==> src/rtl/alu_exec_unit.sv <==
// alu_exec_unit: sequential execution wrapper around an 8-bit ALU datapath.
//
// One operation is in flight at a time.
// - ADD, SUB, NOR, NAND, SLTU and SLT finish at the accept edge (latency 1).
// - SLL, SRL and SRA run one bit per cycle (latency 1 + shift amount).
//
// Handshakes: both channels transfer on a rising edge where valid && ready.
// - in_ready is high only in IDLE, and only while rst_n is released.
// - out_valid is high only in DONE.
// - Once out_valid is high, out_result and the status flags hold stable
//   until the consumer takes them with out_ready.
//
// Ports:
//   clk, rst_n                  clock, asynchronous active-low reset
//   in_valid / in_ready         request channel
//   in_a, in_b                  operands; in_b is also the shift amount
//   in_ctrl, in_flag            operation select and variant
//   out_valid / out_ready       response channel
//   out_result                  result
//   out_overflow                signed overflow (ADD/SUB)
//   out_carry                   ADD carry out, SUB borrow
//   out_zero                    result is zero
//   out_err                     reserved ctrl code was issued
module alu_exec_unit #(
    parameter int WIDTH = 8,
    parameter int SHW   = 3
) (
    input  logic             clk,
    input  logic             rst_n,
    input  logic             in_valid,
    output logic             in_ready,
    input  logic [WIDTH-1:0] in_a,
    input  logic [WIDTH-1:0] in_b,
    input  logic [2:0]       in_ctrl,
    input  logic             in_flag,
    output logic             out_valid,
    input  logic             out_ready,
    output logic [WIDTH-1:0] out_result,
    output logic             out_overflow,
    output logic             out_carry,
    output logic             out_zero,
    output logic             out_err
);

    typedef enum logic [1:0] {
        IDLE  = 2'd0,
        SHIFT = 2'd1,
        DONE  = 2'd2
    } state_t;

    localparam logic [1:0]   SH_SLL   = 2'd0;
    localparam logic [1:0]   SH_SRL   = 2'd1;
    localparam logic [1:0]   SH_SRA   = 2'd2;
    localparam logic [SHW:0] CNT_FULL = (SHW+1)'(WIDTH);
    localparam logic [SHW:0] CNT_ONE  = (SHW+1)'(1);

    state_t           state;
    state_t           state_next;
    logic [WIDTH-1:0] work;
    logic [SHW:0]     cnt;
    logic [1:0]       sh_kind;

    logic             accept;
    logic [WIDTH:0]   sum;
    logic [WIDTH:0]   diff;
    logic [WIDTH-1:0] alu_result;
    logic             alu_ovf;
    logic             alu_carry;
    logic             alu_err;
    logic             is_shift;
    logic [1:0]       sh_sel;
    logic [SHW:0]     shamt;
    logic [WIDTH-1:0] work_shifted;

    assign in_ready  = rst_n && (state == IDLE);
    assign out_valid = (state == DONE);
    assign accept    = in_valid && in_ready;

    // Any set bit of b above the shift field saturates the count at WIDTH.
    // Shifting by WIDTH already empties the word or fills it with sign bits.
    assign shamt = (|(in_b >> SHW)) ? CNT_FULL : {1'b0, in_b[SHW-1:0]};

    // Single-cycle datapath. It reads the live inputs, so it is only
    // meaningful at the accept edge.
    always_comb begin
        sum        = {1'b0, in_a} + {1'b0, in_b};
        diff       = {1'b0, in_a} - {1'b0, in_b};
        alu_result = '0;
        alu_ovf    = 1'b0;
        alu_carry  = 1'b0;
        alu_err    = 1'b0;
        is_shift   = 1'b0;
        sh_sel     = SH_SLL;
        case (in_ctrl)
            3'b000: begin
                if (!in_flag) begin
                    alu_result = sum[WIDTH-1:0];
                    alu_carry  = sum[WIDTH];
                    alu_ovf    = (in_a[WIDTH-1] == in_b[WIDTH-1]) &&
                                 (sum[WIDTH-1] != in_a[WIDTH-1]);
                end else begin
                    alu_result = diff[WIDTH-1:0];
                    alu_carry  = diff[WIDTH];    // borrow: a < b unsigned
                    alu_ovf    = (in_a[WIDTH-1] != in_b[WIDTH-1]) &&
                                 (diff[WIDTH-1] != in_a[WIDTH-1]);
                end
            end
            3'b001: alu_result = in_flag ? ~(in_a & in_b) : ~(in_a | in_b);
            3'b010: alu_result[0] = in_flag ? ($signed(in_a) < $signed(in_b))
                                            : (in_a < in_b);
            3'b011: begin
                is_shift = 1'b1;
                sh_sel   = in_flag ? SH_SLL : SH_SRL;
            end
            3'b100: begin
                is_shift = 1'b1;
                sh_sel   = SH_SRA;
            end
            default: alu_err = 1'b1;
        endcase
    end

    always_comb begin
        case (sh_kind)
            SH_SLL:  work_shifted = {work[WIDTH-2:0], 1'b0};
            SH_SRL:  work_shifted = {1'b0, work[WIDTH-1:1]};
            default: work_shifted = {work[WIDTH-1], work[WIDTH-1:1]};
        endcase
    end

    always_comb begin
        state_next = state;
        case (state)
            IDLE: begin
                if (accept) begin
                    state_next = (is_shift && (shamt != '0)) ? SHIFT : DONE;
                end
            end
            SHIFT: begin
                if (cnt == CNT_ONE) begin
                    state_next = DONE;
                end
            end
            DONE: begin
                if (out_ready) begin
                    state_next = IDLE;
                end
            end
            default: state_next = IDLE;
        endcase
    end

    always_ff @(posedge clk or negedge rst_n) begin
        if (!rst_n) begin
            state        <= IDLE;
            work         <= '0;
            cnt          <= '0;
            sh_kind      <= SH_SLL;
            out_result   <= '0;
            out_overflow <= 1'b0;
            out_carry    <= 1'b0;
            out_zero     <= 1'b0;
            out_err      <= 1'b0;
        end else begin
            state <= state_next;
            case (state)
                IDLE: begin
                    if (accept) begin
                        if (is_shift) begin
                            work         <= in_a;
                            cnt          <= shamt;
                            sh_kind      <= sh_sel;
                            out_overflow <= 1'b0;
                            out_carry    <= 1'b0;
                            out_err      <= 1'b0;
                            // A zero shift amount skips SHIFT entirely.
                            if (shamt == '0) begin
                                out_result <= in_a;
                                out_zero   <= (in_a == '0);
                            end
                        end else begin
                            out_result   <= alu_result;
                            out_overflow <= alu_ovf;
                            out_carry    <= alu_carry;
                            out_zero     <= (alu_result == '0);
                            out_err      <= alu_err;
                        end
                    end
                end
                SHIFT: begin
                    work <= work_shifted;
                    cnt  <= cnt - CNT_ONE;
                    // The last step publishes the result together with the
                    // move to DONE.
                    if (cnt == CNT_ONE) begin
                        out_result <= work_shifted;
                        out_zero   <= (work_shifted == '0);
                    end
                end
                default: ;
            endcase
        end
    end

endmodule

==> config.mk <==
export PLATFORM = sky130hd
export DESIGN_NAME = alu_exec_unit
export DESIGN_NICKNAME = d
export VERILOG_FILES = /design/src/rtl/alu_exec_unit.sv
export SDC_FILE = /design/constraint.sdc
export NUM_CORES = 1
export LEC_CHECK = 0
export CORE_MARGIN = 8
export CORE_UTILIZATION = 56
export DETAILED_ROUTE_END_ITERATION = 8
export PLACE_DENSITY = 0.89
export SYNTH_ARGS = -nofsm -noshare
export SYNTH_HDL_FRONTEND = slang
export SYNTH_SLANG_ARGS = --single-unit
==> constraint.sdc <==
create_clock -name clk -period 2.25 [get_ports clk]
set_clock_uncertainty 0.15 [all_clocks]
set_input_delay 0.225 -clock clk [delete_from_list [all_inputs] [get_ports clk]]
set_output_delay 0.225 -clock clk [all_outputs]
set_load 0.02 [all_outputs]
==> results of run 1 <==
worst max path at each step:
stage                       start  cells after the start             to
after floorplan           in_a[0]                     11       out_zero
after global placement    in_a[1]                     12  out_result[3]
after detailed placement  in_a[1]                     12  out_result[3]
after CTS                 in_b[0]                     11       out_zero
after global routing      in_a[0]                     12  out_result[4]
final                     in_a[0]                     12  out_result[4]
sequential cells by signal, indices dropped and copies added (netlist names):
register and count:
out_result 8, out_carry 1, sh_kind 2, work 8
cnt 4, out_zero 1, state 2, out_overflow 1
out_err 1
per-stage QoR:
stage / cells / hold WS, ns / setup TNS [ns] / worst slack (ns)
final: 525 / 0.218 / -0.545 / -0.262
after floorplan: 329 / -0.221 / 0 / 0.0209
after global routing: 525 / 0.213 / -1.44 / -0.446
after detailed placement: 508 / 0.316 / -7.00 / -0.857
after CTS: 522 / 0.202 / 0 / 0.00243
after global placement: 508 / 0.309 / -5.73 / -0.764
layer usage:
| metal | vias to the layer above | part of all wire, % | GRT usage (%) |
|---|---|---|---|
| met5 | - | 0 | 0 |
| met4 | 0 | 10 | 19.7 |
| met3 | 172 | 14 | 6.40 |
| met2 | 423 | 45 | 51.6 |
| met1 | 1625 | 32 | 32.6 |
| li1 | 1469 | - | - |
kinds of logic after synthesis:
family / synth area share (%)
AOI/OAI and AO/OA: 29.1
xor gates and xnor gates: 2.56
adders and majority gates: 13.4
buffers and inverters: 7.45
DFF: 25.6
muxes: 3.29
and+or+nand+nor: 18.7
placed cells by master, fill, tap and decap left out, types with 8 or more instances in the layout:
cell type,synthesis,layout
a21oi_1,20,13
buf_4,5,95
clkbuf_2,0,8
clkdlybuf4s50_1,0,22
dfrtp_1,28,28
ha_1,26,12
ha_4,0,9
inv_1,23,14
inv_2,3,9
mux2i_1,9,9
nand2_1,30,30
nor2_1,26,23
o21ai_0,12,11
o21ai_1,8,8
worst max-delay path, cell delays in order:
cell	delay (ns)
buf_8	0.09
inv_6	0.04
ha_4	0.17
fa_2	0.37
nor2_1	0.20
o21bai_1	0.09
a31oi_1	0.33
xnor2_1	0.24
buf_4	0.17
nand2_1	0.07
a221oi_1	0.45
a21o_1	0.13
power by group through the flow:
stage	sequential, uW	clock, uW	combinational [uW]
after floorplan	943	0	945
after global placement	907	0	1610
after detailed placement	922	0	1690
after CTS	915	396	1800
after global routing	975	421	2170
final	962	410	2060
cell type report:
type                       instances  area [um^2]
tap                               67         83.8
multi-input combinational        260         2200
inverter                          27          111
sequential                        28          701
timing repair buffer             139         1140
clock inverter                     1         30.0
clock buffer                       3         41.3
fill                             174          415
what timing repair did:
| action | in CTS | in global routing |
|---|---|---|
| endpoints found under the setup margin | 11 | 9 |
| gates resized for setup | 70 | 66 |
| gates cloned | 0 | 0 |
| hold buffers | 0 | 0 |
| pin swaps | 26 | 36 |
| buffers inserted | 10 | 3 |
==> results.md, run 1 <==
- The run finished, with violations left.
- The final reports fail on design-rule violations, negative setup slack.
- The class of the most critical hold timing path is input port to register.
- The switching power of the nets is 1570 uW.
- The leading area contributor after synthesis is dfrtp_1.
- The die height is 85.9 um.
- The number of antenna violations at the first check in global routing is 0.
- The half-perimeter wire length after detailed placement is 7.22 mm.
- The final count of pins violating max slew is 0.
- The data arrival time of the critical path is 2.59 ns.
- The post-route DRC violation count is 2.
- In the synthesized netlist, the cells that appear most often are nand2_1, dfrtp_1, ha_1, nor2_1, inv_1.
- The worst register-to-register path begins at cnt[1].
- The share of layout cells above drive strength 1 is about two fifths.
- The remaining antenna violation count after routing is 0.
- The first global-routing pass estimated 17.6 mm of wire.
- The later pin in the worst-skew pair is clocked with a latency of ~0.28 ns.
- The final number of setup-violating endpoints is 7.
- The share of the cycle needed by the critical path after routing is 112%.
- The die covers 7380 um^2.
- TritonCTS built the clock tree.
- The detailed router placed between 3000 and 4000 vias in this run.
- Global routing used 30.1% of the available tracks across all layers.
- After global routing the overflow that remains totals 0.
- The endpoint of the worst hold path is work[1].
- The area share of the leading cell type in the synthesized netlist is 25.6%.
- Dividing the detail-routed wire length by the instance count gives 25.5 um.
- At the end of routability-driven placement, the weighted congestion stood at slightly above 1.
- The hold violation total from the final report was 0.
- Row generation in the floorplan step produced 25 rows.
- The maximum number of buffers from clock root to sink is 2.
- The number of cell instances on the worst register-to-register path is 9.
- The total inserted antenna cells is 0.
- The analysis attributes to cell leakage a power of slightly below 0.002 uW.
- Setup repair after global routing could not meet its margin everywhere.
- Port buffering added 37 buffers.
- The final design utilization is 91.2%.
- The worst setup path is of the input port to register kind.
- The design area is 4310 um^2.
- The per-instance average area after synthesis is 8.32 um^2.
- The synthesis-to-layout area growth is 57.4%.
- After layout, the minimum clock period comes to approximately 2.5 ns.
- 38 I/O pins were placed.
- The switching part of the total power is 45.8%.
- The kind of start point of the critical path is an input port.
- For this run, the leading register cell type out of synthesis is dfrtp_1.
- The die outline width is 85.9 um.
- The wire length reported by the detailed router is 13.4 mm.
- In this run, CTS created clock tree buffers numbering 3.
- The power density relative to cell area is 797 nW/um^2.
- The number of iterations in the first detailed-routing pass is 9.
- The number of flops mapped to enable cells by yosys is 0.
- The core box area is 4720 um^2.
- Measured against its own limit, the worst slew margin works out to 45.7%.
- Summing every instance area after synthesis gives 2740 um^2.
- The detailed router finished its first iteration with ~740 violations.
- The maximum number of pins on one net before global-route repair is 29.
- The required time of the worst setup path is 2.33 ns.
- The share of total power dissipated in sequential elements is 28.0%.
- The setup slack of the critical path after layout is -0.262 ns.
- The cell with the most instances after synthesis is nand2_1.
- Along the worst hold path, the cell count comes to 3.
- The share of total power in combinational logic is 60.0%.
- The initial utilization of the core area, before any placement, comes to approximately 58%.
- The terminus of the critical flop-to-flop path is out_result[4].
- In the routed layout, each cell is associated on average with a via count of ~7.
- In this run, synthesis produced a sequential element count of 28.
- After clock tree synthesis, the clock-pin slew on the worst setup and hold paths is 0.10 ns.
- Overall power consumption after layout is estimated at between 3000 and 4000 uW.
- The startpoint identified for the worst hold timing path is in_a[1].
- For the pin with the worst max-slew slack, the measured transition is roughly 0.81 ns.
- The total of warnings raised by yosys is 0.
- The number of nets in the synthesized netlist is approximately 380.
- The clock net in this run drives a total of 28 sinks.
- In this run, distinct cell masters in the synthesized netlist total 65.
- The register area share after synthesis is 25.6%.
- Setup slack on the worst reg-to-reg path comes out at -0.06 ns.
- The buffer type at the clock tree root is clkbuf_8.
- The highest net fanout along the worst path is 3.
- The worst-case IR drop observed on VDD is approximately 0.45 mV.
- The via count of the first global-routing pass is 3607.
- The highest attainable clock frequency is between 300 and 400 MHz.
- Counting flops with an async set or reset pin after synthesis yields a share of 100%.
- The worst setup path is captured at a register.
- The clock share of power is 12.0%.
- Across the run, the number of max-cap violations was 0.
- The cell count after synthesis came out at between 300 and 400.
- The instance area after placement is 3770 um^2.
- The CTS H-tree depth is 1.
- After synthesis, the cell types taking the most area are dfrtp_1, ha_1, nand2_1, a21oi_1, nor2_1.
- The internal portion of the total power is 1860 uW.
- The number of nets in the layout is 511.
No activity file was read; power rests on OpenSTA's default activity.
==> run 2, diff against run 1 <==
--- a/config.mk
+++ b/config.mk
@@ -6,9 +6,9 @@
 export NUM_CORES = 1
 export LEC_CHECK = 0
 export CORE_MARGIN = 8
-export CORE_UTILIZATION = 56
+export CORE_UTILIZATION = 36
 export DETAILED_ROUTE_END_ITERATION = 8
-export PLACE_DENSITY = 0.89
+export PLACE_DENSITY = 0.64
 export SYNTH_ARGS = -nofsm -noshare
 export SYNTH_HDL_FRONTEND = slang
 export SYNTH_SLANG_ARGS = --single-unit
==> results.md, run 2 (synthesized netlist as in run 1, its figures left out) <==
- The remaining antenna violation count after routing is 0 (unchanged).
- The boundary pin count is 38 (unchanged).
- The number of nets in the layout is 511 (unchanged).
- The wire length reported by the detailed router is 9.43 mm (was 13.4 mm).
- Outcome: finished, final reports clean (was finished, violations left).
- The data arrival time of the critical path was 2.22 ns (was 2.59 ns).
- The number of buffers inserted during clock tree synthesis was 3 (unchanged).
- The synthesis-to-layout area growth is 52.9% (was 57.4%).
- The wire length of the first global-routing pass is 15.0 mm (was 17.6 mm).
- The sum of overflow across all layers after global routing came to 0 (unchanged).
- Ordered cell list for the critical path: buf_4 > inv_2 > ha_4 > fa_2 > nor2_2 > o311a_1 > o31ai_4 > a31oi_1 > o31a_1 > and3b_1 > nand4_1 > a21oi_1 (was buf_8 > inv_6 > ha_4 > fa_2 > nor2_1 > o21bai_1 > a31oi_1 > xnor2_1 > buf_4 > nand2_1 > a221oi_1 > a21o_1).
- The slack of the worst reg-to-reg path was 0.14 ns (was -0.06 ns).
- The die height was 103 um (was 85.9 um).
- The via-per-instance ratio was 5.48 (was 7.03).
- The average wire length per cell after detail routing is 16.9 um (was 25.5 um).
- The starting utilization of the core area is 37.5% (was 57.9%).
- The maximum number of pins on one net before global-route repair was 29 (unchanged).
- The core box area is 7290 um^2 (was 4720 um^2).
- The total inserted antenna cells came to 0 (unchanged).
- The die outline width was 103 um (was 85.9 um).
- The share of layout cells above drive strength 1 is 39.7% (was 41.5%).
- The terminus of the critical flop-to-flop path is out_result[4] (unchanged).
- The leakage component of the power came to 0.00191 uW (was 0.00195 uW).
- The highest net fanout along the worst path was 3 (unchanged).
- The hold violation total from the final report is 0 (unchanged).
- The half-perimeter wire length after detailed placement is 7.04 mm (was 7.22 mm).
- The highest-delay cell along the critical path is o311a_1 (was a221oi_1).
- The worst IR drop on VDD is 0.350 mV (was 0.450 mV).
- The maximum number of buffers from clock root to sink is 2 (unchanged).
- The final count of pins violating max slew is 0 (unchanged).
- The number of sinks driven by the clock tree is 28 (unchanged).
- Largest regs: out_result x8, work x8, cnt x4 (unchanged).
- The most common library cell in the layout ignoring fill and taps is buf_4 (unchanged).
- Commonest cells after routing, fill and taps aside: buf_4, nand2_1, dfrtp_1 (unchanged).
- The start of the worst register-to-register path is cnt[0] (was cnt[1]).
- The kind of start point of the critical path was an input port (unchanged).
- The clock period minus final worst setup slack is 2.21 ns (was 2.51 ns).
- The CTS H-tree depth is 1 (unchanged).
- The class of the most critical hold timing path was input port to asynchronous set/reset pin (was input port to register).
- The final total negative setup slack is 0 ns (was -0.545 ns).
- The setup slack of the critical path after layout is 0.0389 ns (was -0.262 ns).
- The buffer type at the clock tree root is clkbuf_8 (unchanged).
- The number of iterations in the first detailed-routing pass is 6 (was 9).
- The quantity of I/O buffers inserted on ports is 37 (unchanged).
- The stage delay of the slowest cell on the critical path is 0.41 ns (was 0.45 ns).
- The clock latency on the worst-skew pair is 0.28 ns (about the same).
- The startpoint-to-endpoint class of the critical path is input port to register (unchanged).
- The number of antenna violations at the first check in global routing is 0 (unchanged).
- The share of the cycle needed by the critical path after routing is 98.3% (was 112%).
- The combined global-route utilization of all metal layers is 17.8% (was 30.1%).
- The highest attainable clock frequency is 452 MHz (was 398 MHz).
- The required time of the worst setup path came to 2.26 ns (was 2.33 ns).
- The number of buffers inserted for hold repair after clock tree synthesis came to 0 (unchanged).
- The row count came to 31 (was 25).
- The worst hold slack after final layout is 0.187 ns (was 0.218 ns).
- The max-cap violation count is 0 (unchanged).
- The minimum setup slack after placement came to -0.815 ns (was -0.857 ns).
- The worst slew margin relative to its limit is 63.2% (was 45.7%).
- The power density relative to cell area came to 751 nW/um^2 (was 797 nW/um^2).
- The number of cell instances on the worst register-to-register path came to 8 (was 9).
- The total vias in the final route is 3053 (was 3689).
- The final number of setup-violating endpoints is 0 (was 7).
- The post-route DRC violation count came to 0 (was 2).
- The CTS tree is done (unchanged).
- The measured slew at the worst slew-check pin is 0.550 ns (was 0.814 ns).
- The element type at the critical path end is a register (unchanged).
- The final weighted congestion in routability-driven placement is 0.929 (was 1.01).
- The clock-pin slew on the worst setup and hold paths came to 0.10 ns (about the same).
- The violation count after the first detailed-routing iteration was 274 (was 744).
- The area of the die is 10600 um^2 (was 7380 um^2).
- The via count of the first global-routing pass is 3072 (was 3607).
-- run 2: cell count changes in the layout (fill, tap and decap cells not counted), sizes merged --
cell,before,now
clkbuf,11,13
clkdlybuf4s15,1,0
clkdlybuf4s50,22,21
-- run 2: final cells by class --
type	instances	area, um^2
timing repair buffer	139	1100
multi-input combinational	260	2090
inverter	27	104
clock inverter	1	30.0
sequential	28	701
fill	662	3110
clock buffer	3	41.3
tap	99	124
-- run 2: worst max-delay path by stage --
stage	start	end	depth (start not counted)
final	in_a[0]	out_zero	12
after detailed placement	in_a[2]	out_result[3]	12
after global placement	in_a[1]	out_result[3]	12
after global routing	in_a[0]	out_zero	12
after floorplan	in_a[0]	out_zero	11
after CTS	in_a[0]	out_zero	12
-- run 2: power by group --
group          internal (uW)  switching (uW)  total [uW]
logic                    891             924        1820
clock network            239             167         405
registers                711             209         919
-- run 2: metrics by stage --
stage	instances	utilization, %	instance area (um^2)	power, uW
after global placement	542	52.3	3810	2580
after detailed placement	542	52.3	3810	2610
after global routing	557	57.4	4180	3380
after floorplan	329	-	2740	1890
after CTS	551	55.6	4050	3080
final	557	57.4	4180	3140
-- run 2: critical path, delay by kind of cell --
family	cells	cell delay [ns]
adders and majority gates	2	0.33
buffers and inverters	2	0.20
and+or+nand+nor	3	0.34
AOI/OAI and AO/OA	5	1.13
-- run 2: timing repair --
item,CTS,global route
pin swaps,27,22
buffers inserted,6,6
hold endpoints to repair,0,0
endpoints found under the setup margin,11,7
gates resized for setup,65,50
-- run 2: routing by layer --
metal	GRT usage, %	vias up	wire length [um]
li1	-	1465	-
met1	22.8	1437	4020
met2	29.9	124	4560
met3	2.88	27	549
met4	5.78	0	301
met5	0	-	0
==> run 3, diff against run 2 <==
--- a/config.mk
+++ b/config.mk
@@ -12,3 +12,4 @@
 export SYNTH_ARGS = -nofsm -noshare
 export SYNTH_HDL_FRONTEND = slang
 export SYNTH_SLANG_ARGS = --single-unit
+export TNS_END_PERCENT = 100
==> results of run 3 <==
Same layout as run 2: the final DEF is identical, and so are final timing and power.
